==> src/rtl/lfsr_fifo_ctrl_pkg.sv <==
// lfsr_fifo_ctrl_pkg: shared state encoding and default geometry for the LFSR-to-FIFO packer
package lfsr_fifo_ctrl_pkg;
  typedef enum logic [1:0] {IDLE, FILL, PUSH, DONE} state_t;
  localparam int DEF_BITS = 1;
  localparam int DEF_WIDTH = 8;
  localparam int DEF_COUNT_WIDTH = 8;
  localparam int BITS_PER_WORD = DEF_WIDTH / DEF_BITS;
  function automatic int bits_per_word(input int w, input int b);
    return w / b;
  endfunction
endpackage

==> src/rtl/lfsr_fifo_ctrl_if.sv <==
// lfsr_fifo_ctrl_if: request/status, LFSR and FIFO push-side signals of the controller
interface lfsr_fifo_ctrl_if #(
  parameter int LFSR_OUTPUT_BITS_PER_CLOCK = 1,
  parameter int FIFO_WIDTH = 8,
  parameter int COUNT_WIDTH = 8
);
  logic start;
  logic [COUNT_WIDTH-1:0] word_count;
  logic abort;
  logic busy;
  logic done;
  logic [COUNT_WIDTH-1:0] words_pushed;
  logic lfsr_enable;
  logic [LFSR_OUTPUT_BITS_PER_CLOCK-1:0] lfsr_out;
  logic lfsr_valid;
  logic fifo_push;
  logic [FIFO_WIDTH-1:0] fifo_data_in;
  logic fifo_full;
  modport master (
    output start, word_count, abort, lfsr_out, lfsr_valid, fifo_full,
    input busy, done, words_pushed, lfsr_enable, fifo_push, fifo_data_in
  );
  modport slave (
    input start, word_count, abort, lfsr_out, lfsr_valid, fifo_full,
    output busy, done, words_pushed, lfsr_enable, fifo_push, fifo_data_in
  );
endinterface

==> src/rtl/lfsr_fifo_ctrl_bit_packer.sv <==
// bit_packer: shifts B-bit LFSR chunks into a W-bit word, oldest bits landing in the MSBs
module bit_packer
  import lfsr_fifo_ctrl_pkg::*;
#(
  parameter int B = DEF_BITS,
  parameter int W = DEF_WIDTH
) (
  input  logic         clk,
  input  logic         reset_n,
  input  logic         shift_en,
  input  logic         clear,
  input  logic [B-1:0] bits_in,
  output logic [W-1:0] word_out,
  output logic         word_ready
);
  localparam int CNTW = $clog2(W + 1);
  logic [W-1:0] shreg_q, shreg_d;
  logic [CNTW-1:0] cnt_q, cnt_d;
  assign word_ready = shift_en && (cnt_q == CNTW'(W - B));
  assign word_out = shreg_q;
  always_comb begin
    shreg_d = clear ? '0 : shift_en ? (W'(shreg_q << B) | W'(bits_in)) : shreg_q;
    cnt_d = clear ? '0 : shift_en ? cnt_q + CNTW'(B) : cnt_q;
  end
  always_ff @(posedge clk) begin
    if (!reset_n) begin
      shreg_q <= '0;
      cnt_q <= '0;
    end else begin
      shreg_q <= shreg_d;
      cnt_q <= cnt_d;
    end
  end
endmodule

==> src/rtl/lfsr_fifo_ctrl.sv <==
// lfsr_fifo_ctrl: gates the LFSR, packs its output into FIFO words and pushes N words per request
module lfsr_fifo_ctrl
  import lfsr_fifo_ctrl_pkg::*;
#(
  parameter int LFSR_OUTPUT_BITS_PER_CLOCK = DEF_BITS,
  parameter int FIFO_WIDTH = DEF_WIDTH,
  parameter int COUNT_WIDTH = DEF_COUNT_WIDTH
) (
  input logic clk,
  input logic reset_n,
  lfsr_fifo_ctrl_if.slave bus
);
  localparam int CW = COUNT_WIDTH;
  if (FIFO_WIDTH % LFSR_OUTPUT_BITS_PER_CLOCK != 0 ||
      bits_per_word(FIFO_WIDTH, LFSR_OUTPUT_BITS_PER_CLOCK) < 1) begin : g_bad_ratio
    $error("FIFO_WIDTH must be a multiple of LFSR_OUTPUT_BITS_PER_CLOCK");
  end
  state_t state_q, state_d;
  logic [CW-1:0] target_q, target_d, words_q, words_d;
  logic push, shift_en, clear, word_ready;
  assign push = state_q == PUSH && !bus.fifo_full && !bus.abort && reset_n;
  assign shift_en = state_q == FILL && bus.lfsr_valid && !bus.abort;
  assign clear = (state_q == IDLE && bus.start) || push;
  bit_packer #(.B(LFSR_OUTPUT_BITS_PER_CLOCK), .W(FIFO_WIDTH)) u_packer (
    .clk(clk),
    .reset_n(reset_n),
    .shift_en(shift_en),
    .clear(clear),
    .bits_in(bus.lfsr_out),
    .word_out(bus.fifo_data_in),
    .word_ready(word_ready)
  );
  always_comb begin
    state_d = state_q;
    target_d = target_q;
    words_d = words_q;
    case (state_q)
      IDLE: begin
        if (bus.start) begin
          words_d = '0;
          target_d = bus.word_count == '0 ? target_q : bus.word_count;
          state_d = bus.word_count == '0 ? DONE : FILL;
        end
      end
      FILL: state_d = bus.abort ? IDLE : word_ready ? PUSH : FILL;
      PUSH: begin
        words_d = words_q + CW'(push);
        state_d = bus.abort ? IDLE : !push ? PUSH : (words_q + CW'(1) == target_q) ? DONE : FILL;
      end
      default: state_d = IDLE;
    endcase
  end
  always_ff @(posedge clk) begin
    if (!reset_n) begin
      state_q <= IDLE;
      target_q <= '0;
      words_q <= '0;
    end else begin
      state_q <= state_d;
      target_q <= target_d;
      words_q <= words_d;
    end
  end
  assign bus.busy = state_q == FILL || state_q == PUSH;
  assign bus.done = state_q == DONE;
  assign bus.lfsr_enable = state_q == FILL;
  assign bus.fifo_push = push;
  assign bus.words_pushed = words_q;
endmodule

==> src/flat_wrapper.sv <==
// flat-port wrapper written by rule: the top's interface ports become plain ports
module lfsr_fifo_ctrl_flat import lfsr_fifo_ctrl_pkg::*;
#(
  parameter int LFSR_OUTPUT_BITS_PER_CLOCK = DEF_BITS,
  parameter int FIFO_WIDTH = DEF_WIDTH,
  parameter int COUNT_WIDTH = DEF_COUNT_WIDTH
)
  (clk, reset_n, bus_start, bus_word_count, bus_abort, bus_lfsr_out, bus_lfsr_valid, bus_fifo_full, bus_busy, bus_done, bus_words_pushed, bus_lfsr_enable, bus_fifo_push, bus_fifo_data_in);
  lfsr_fifo_ctrl_if #(.LFSR_OUTPUT_BITS_PER_CLOCK(LFSR_OUTPUT_BITS_PER_CLOCK), .FIFO_WIDTH(FIFO_WIDTH), .COUNT_WIDTH(COUNT_WIDTH)) bus_i ();
  input logic clk;
  input logic reset_n;
  input wire logic [$bits(bus_i.start)-1:0] bus_start;
  input wire logic [$bits(bus_i.word_count)-1:0] bus_word_count;
  input wire logic [$bits(bus_i.abort)-1:0] bus_abort;
  input wire logic [$bits(bus_i.lfsr_out)-1:0] bus_lfsr_out;
  input wire logic [$bits(bus_i.lfsr_valid)-1:0] bus_lfsr_valid;
  input wire logic [$bits(bus_i.fifo_full)-1:0] bus_fifo_full;
  output wire logic [$bits(bus_i.busy)-1:0] bus_busy;
  output wire logic [$bits(bus_i.done)-1:0] bus_done;
  output wire logic [$bits(bus_i.words_pushed)-1:0] bus_words_pushed;
  output wire logic [$bits(bus_i.lfsr_enable)-1:0] bus_lfsr_enable;
  output wire logic [$bits(bus_i.fifo_push)-1:0] bus_fifo_push;
  output wire logic [$bits(bus_i.fifo_data_in)-1:0] bus_fifo_data_in;
  assign bus_i.start = bus_start;
  assign bus_i.word_count = bus_word_count;
  assign bus_i.abort = bus_abort;
  assign bus_i.lfsr_out = bus_lfsr_out;
  assign bus_i.lfsr_valid = bus_lfsr_valid;
  assign bus_i.fifo_full = bus_fifo_full;
  assign bus_busy = bus_i.busy;
  assign bus_done = bus_i.done;
  assign bus_words_pushed = bus_i.words_pushed;
  assign bus_lfsr_enable = bus_i.lfsr_enable;
  assign bus_fifo_push = bus_i.fifo_push;
  assign bus_fifo_data_in = bus_i.fifo_data_in;
  lfsr_fifo_ctrl #(.LFSR_OUTPUT_BITS_PER_CLOCK(LFSR_OUTPUT_BITS_PER_CLOCK), .FIFO_WIDTH(FIFO_WIDTH), .COUNT_WIDTH(COUNT_WIDTH)) u_core (.clk(clk), .reset_n(reset_n), .bus(bus_i));
endmodule
==> config.mk <==
export PLATFORM = sky130hd
export DESIGN_NAME = lfsr_fifo_ctrl_flat
export DESIGN_NICKNAME = d
export VERILOG_FILES = /design/src/rtl/lfsr_fifo_ctrl_pkg.sv /design/src/rtl/lfsr_fifo_ctrl_if.sv /design/src/rtl/lfsr_fifo_ctrl_bit_packer.sv /design/src/rtl/lfsr_fifo_ctrl.sv /design/src/flat_wrapper.sv
export SDC_FILE = /design/constraint.sdc
export NUM_CORES = 1
export LEC_CHECK = 0
export ABC_AREA = 1
export ABC_CLOCK_PERIOD_IN_PS = 5700
export CORE_MARGIN = 3
export CORE_UTILIZATION = 53
export DETAILED_ROUTE_END_ITERATION = 7
export MAX_ROUTING_LAYER = met4
export PLACE_DENSITY_LB_ADDON = 0.2
export SYNTH_ARGS = -nofsm -noshare
export SYNTH_HDL_FRONTEND = slang
export SYNTH_HIERARCHICAL = 1
export SYNTH_SLANG_ARGS = --single-unit
export TNS_END_PERCENT = 10
==> constraint.sdc <==
create_clock -name clk -period 5.7 [get_ports clk]
set_clock_uncertainty 0.05 [all_clocks]
set_input_delay 1.425 -clock clk [delete_from_list [all_inputs] [get_ports clk]]
set_output_delay 1.425 -clock clk [all_outputs]
set_load 0.01 [all_outputs]
==> flow_summary.ini, run 1 <==
[status]
status = complete, no violations

[timing]
post-route-min-period_ns = 4.35
drv_slew = 0
finalSetupViolations = 0
fin_hold_ws_ns = 0.427
worstMarginPinSlew_ns = 0.804
fin_crit_sh_pct = 76.3
max-slew-margin-rel_pct = 46.2
hold_viol_final = 0
rsz0062_at_grt = false
fmax_mhz = 230
tns_ns = 0

[critical_path]
arrival_ns = 2.87
critPathKind = in -> out
worstSetupEndpointType = output pin
crit_path_start_kind = primary input
cp_max_fo = 11
critPathTopFamily = buffers and inverters
path_common_cell = clkdlybuf4s50_1
path_cells = clkdlybuf4s50_1 > nand3_1 > inv_1 > clkdlybuf4s50_1
cp_slowest_cell = clkdlybuf4s50_1
worst_ep_required_time_ns = 4.22
critPathBufInv = 3
max_stage_delay_ns = 0.63

[floorplan]
die-height_microns = 60.5
coreArea_sq_um = 2810
die_w_microns = 60.5
rows = 19
ios = 35
die-area_sq_um = 3670
start_util_pct = 56.2

[clock_tree]
ctsResizeCount = 0
post-cts-setup-buffers = 0
root_buffer = clkbuf_4
cts_made_buffers = 5
ctsHoldBuffers = 0
htree_levels = 2
cts.sinks = 30
clk_latency_ns = 0.33
cts.reportedPaths.clkPinSlew_ns = 0.09
cts_tree = yes
cts.path.max_buffers = 2

[grt]
groute.usage.overall_pct = 21.5
overflow = 0
grt_pass1_vias = 1330
grt_max_degree = 16
grt_first_pass_wirelength_microns = 5680
antenna_found_initial = 0

[worst_hold_path]
hp-class = reg -> reg

[yosys]
avgSynthCellArea_sq_um = 6.74
syn-cell-area_sq_um = 1580
ys_warn_count = 6
ys_types = 23
yosys.area.top_type = dfxtp_1
synth_area_leaders = dfxtp_1, nand2_1, nor2_1, o21ai_0, inv_1
ys_ff_latch = 30
syn_nets = 257
ys_seq_area_share_pct = 38.1
synthCells = 234
synth_top_area_share_pct = 38.1

[cells_and_area]
diodes = 0
fillers = 251
stdcell_count = 303
final_cell_mix = nor2_1, nand2_1, clkdlybuf4s50_1
syn_to_final_growth_pct = 26.3
nets = 294
final_layout_size_suffix_gt1_share_pct = 4.41

[route]
wire_per_inst_microns = 11.2
drt-pass1-iter-count = 4
ant_nets = 0
wirelength_microns = 3380
vias_per_cell = 5.04
top_layer_used = met4
route.met3.wl_microns = 150
num_vias = 1526
wl_met1_microns = 1600
met2_length_microns = 1560
drcViolationCount = 0
drt_iter0_markers = 87

[placed_design]
dpl.cell_count = 295
dp_hpwl_microns = 2570
gp_congestion = 0.869
port_buffers = 34

[power]
power.density_nw_per_um2 = 210
irDropWorstVdd_uv = 163
p_leak_nw = 0.860

[run]
drv_cap = 0
[routing by layer]
layer  vias up  global-route usage (%)
met2        32                    32.9
met1       665                    26.6
met5         -                       -
li1        822                       -
met3         7                    5.96
met4         0                    8.98
[registers in the layout, indices dropped and copies added, names as in the netlist]
| signal | count |
|---|---|
| u_core/bus.words_pushed | 8 |
| u_core/state_q | 2 |
| u_core/target_q | 8 |
| u_core/u_packer/word_out | 8 |
| u_core/u_packer/cnt_q | 4 |
[per-stage QoR]
step                utilization (%)  power, mW  area [sq um]  setup slack, ns
finish                         71.0      0.418          1990             1.35
global route                   71.0      0.440          1990             1.25
CTS                            71.0      0.422          1990             1.37
detailed placement             68.8      0.290          1930             1.36
global placement               68.8      0.289          1930             1.39
floorplan                         -      0.267          1580             2.43
[final timing paths]
check | slack, ns | cells past startpoint | start | end
setup / recovery | 1.35 | 4 | reset_n | bus_fifo_push
hold reg to reg | 0.43 | 2 | u_core/target_q[3] | u_core/target_q[3]
hold / removal | 0.43 | 2 | u_core/target_q[3] | u_core/target_q[3]
setup reg to reg | 3.40 | 8 | u_core/state_q[0] | u_core/state_q[0]
[where the power goes]
part | internal, mW | switching, mW | leakage (nW)
combinational | 0.0290 | 0.0336 | 0.581
clock | 0.0597 | 0.0725 | 0.0353
sequential | 0.218 | 0.00588 | 0.244
[synth_stat cells]
cell	instances
o21ai_2	1
nor3b_1	2
clkbuf_2	1
nor4_1	2
nor2_1	49
nor2_2	2
dfxtp_1	30
ha_1	8
nor3_1	1
a31oi_1	1
inv_2	1
nand2_1	49
xnor2_1	4
buf_4	2
inv_1	27
nand3_1	8
o21ai_0	22
o31ai_1	1
o21ai_1	1
a21oi_1	17
xor2_1	3
buf_2	1
a21oi_2	1
[cell families after synthesis]
logic type / synth area share [%]
buffers and inverters: 8.25
adders and majority gates: 6.35
xor gates and xnor gates: 3.89
DFF: 38.1
AOI/OAI and AO/OA: 14.7
and+or+nand+nor: 28.7
[layout make-up]
type | count | area, sq um | share of cell area (%)
repair buffers | 34 | 340 | 17.1
flip-flops and latches | 30 | 601 | 30.2
clock buffers | 7 | 55.1 | 2.77
well taps | 31 | 38.8 | 1.95
inverters | 28 | 105 | 5.28
multi-input cells | 172 | 846 | 42.5
clock inverters | 1 | 5.00 | 0.251
[tightest hold or removal path, stage by stage, from the launching register on]
cell     delay [ns]
dfxtp_1        0.32
inv_1          0.06
a21oi_1        0.05
No activity file was read; power rests on OpenSTA's default activity.
==> inputs of run 2 (changes only) <==
--- a/config.mk
+++ b/config.mk
@@ -6,9 +6,9 @@
 export NUM_CORES = 1
 export LEC_CHECK = 0
 export ABC_AREA = 1
-export ABC_CLOCK_PERIOD_IN_PS = 5700
+export ABC_CLOCK_PERIOD_IN_PS = 4200
 export CORE_MARGIN = 3
-export CORE_UTILIZATION = 53
+export CORE_UTILIZATION = 50
 export DETAILED_ROUTE_END_ITERATION = 7
 export MAX_ROUTING_LAYER = met4
 export PLACE_DENSITY_LB_ADDON = 0.2
==> constraint.sdc (replaced) <==
create_clock -name clk -period 4.2 [get_ports clk]
set_clock_uncertainty 0.05 [all_clocks]
set_input_delay 1.05 -clock clk [delete_from_list [all_inputs] [get_ports clk]]
set_output_delay 1.05 -clock clk [all_outputs]
set_load 0.01 [all_outputs]
==> run 2 against run 1 <==
  * Via count is 2.6% higher
  * Sequential cell count unchanged
  * Count of clock-buffer cells in the layout is the same
  * Sequential power is 36% higher
  * Clock power increased by 35%
==> flow_summary.ini, run 2 (synthesis gave the netlist of run 1 again) <==
[timing]
post-route-min-period_ns = 3.63
tns_ns = 0
max-slew-margin-rel_pct = 69.9
fmax_mhz = 276
worstMarginPinSlew_ns = 0.452
setup_slack_ns = 0.575
fin_hold_ws_ns = 0.426
hold_viol_final = 0
drv_slew = 0
fin_crit_sh_pct = 86.3
rsz0062_at_grt = false
finalSetupViolations = 0

[clock_tree]
cts_tree = yes
cts.path.max_buffers = 2
cts.reportedPaths.clkPinSlew_ns = 0.09
root_buffer = clkbuf_4
clk_latency_ns = 0.32
cts_made_buffers = 5
htree_levels = 2
ctsResizeCount = 0
post-cts-setup-buffers = 0
cts.sinks = 30
ctsHoldBuffers = 0

[floorplan]
die_w_microns = 62.2
die-area_sq_um = 3860
die-height_microns = 62.2
ios = 35
start_util_pct = 54.8
rows = 19
coreArea_sq_um = 2880

[grt]
overflow = 0
grt_pass1_vias = 1419
grt_max_degree = 16
groute.usage.overall_pct = 19.9
grt_first_pass_wirelength_microns = 6070
antenna_found_initial = 0

[critical_path]
max_stage_delay_ns = 0.64
cp_slowest_cell = clkdlybuf4s50_1
critPathTopFamily = buffers and inverters
path_common_cell = clkdlybuf4s50_1
arrival_ns = 2.53
critPathKind = in -> out
cp_max_fo = 11
critPathBufInv = 3
worstSetupEndpointType = output pin
path_cells = clkdlybuf4s50_1 > nand3_1 > inv_1 > clkdlybuf4s50_1
r2r_start = u_core/state_q[0]
worst_ep_required_time_ns = 3.10
crit_path_start_kind = primary input
startpoint = reset_n

[cells_and_area]
final_cell_mix = nor2_1, nand2_1, clkdlybuf4s50_1
nets = 295
diodes = 0
post-route-util_pct = 69.9
fillers = 258
syn_to_final_growth_pct = 27.6
final_layout_size_suffix_gt1_share_pct = 4.76
postLayoutCellArea_sq_um = 2010

[run]
drv_cap = 0

[placed_design]
gp_congestion = 0.905
port_buffers = 34
dp_hpwl_microns = 2560
placed_cell_area_sq_um = 1950
preCtsSetupSlack_ns = 0.596

[route]
wirelength_microns = 3430
drcViolationCount = 0
drt-pass1-iter-count = 4
top_layer_used = met4
wire_per_inst_microns = 10.9
route.met3.wl_microns = 218
vias_per_cell = 4.97
drt_iter0_markers = 73
wl_met1_microns = 1580
ant_nets = 0
num_vias = 1565
met2_length_microns = 1600

[power]
irDropWorstVdd_uv = 186
power.density_nw_per_um2 = 282
p_leak_nw = 0.866

[worst_hold_path]
min_from = u_core/target_q[0]
hp-class = reg -> reg

[status]
status = complete, no violations
## run 2: final timing paths
| check | to | slack, ns | cells after the start |
|---|---|---|---|
| max | bus_fifo_push | 0.57 | 4 |
| min | u_core/target_q[0] | 0.43 | 2 |
| max reg2reg | u_core/bus.words_pushed[4] | 2.00 | 13 |
| min reg2reg | u_core/target_q[0] | 0.43 | 2 |
## run 2: cell type report
class,count,area [sq um],share of cell area [%]
clock buffers,7,55.1,2.74
clock inverters,1,5.00,0.249
inverters,28,105,5.22
multi-input cells,172,846,42.0
flip-flops and latches,30,601,29.9
well taps,42,52.6,2.61
repair buffers,35,348,17.3
## run 2: worst min-delay path: cells and delay by family, from the launching register on
kind	cells	cell delay [ns]
compound gates	1	0.05
buf+inv	1	0.06
flops	1	0.32
## run 2: routing by layer
metal | GRT usage, % | vias up
li1 | - | 818
met1 | 23.4 | 693
met5 | - | -
met3 | 7.21 | 5
met2 | 31.7 | 49
met4 | 6.35 | 0
## run 2: power breakdown
part           switching, mW  internal [mW]  leakage [nW]
sequential           0.00745          0.295         0.244
clock                 0.0966         0.0810        0.0353
combinational         0.0467         0.0400         0.586
total                  0.151          0.416         0.866
## run 2: stage by stage
stage | instances | power (mW)
floorplan | 234 | 0.362
global placement | 307 | 0.394
detailed placement | 307 | 0.395
CTS | 315 | 0.574
global route | 315 | 0.601
finish | 315 | 0.567
==> inputs of run 3 (changes only) <==
--- a/config.mk
+++ b/config.mk
@@ -9,6 +9,7 @@
 export ABC_CLOCK_PERIOD_IN_PS = 4200
 export CORE_MARGIN = 3
 export CORE_UTILIZATION = 50
+export CTS_CLUSTER_SIZE = 8
 export DETAILED_ROUTE_END_ITERATION = 7
 export MAX_ROUTING_LAYER = met4
 export PLACE_DENSITY_LB_ADDON = 0.2
==> results of run 3 <==
Final layout, timing and power as in run 2 (identical DEF).
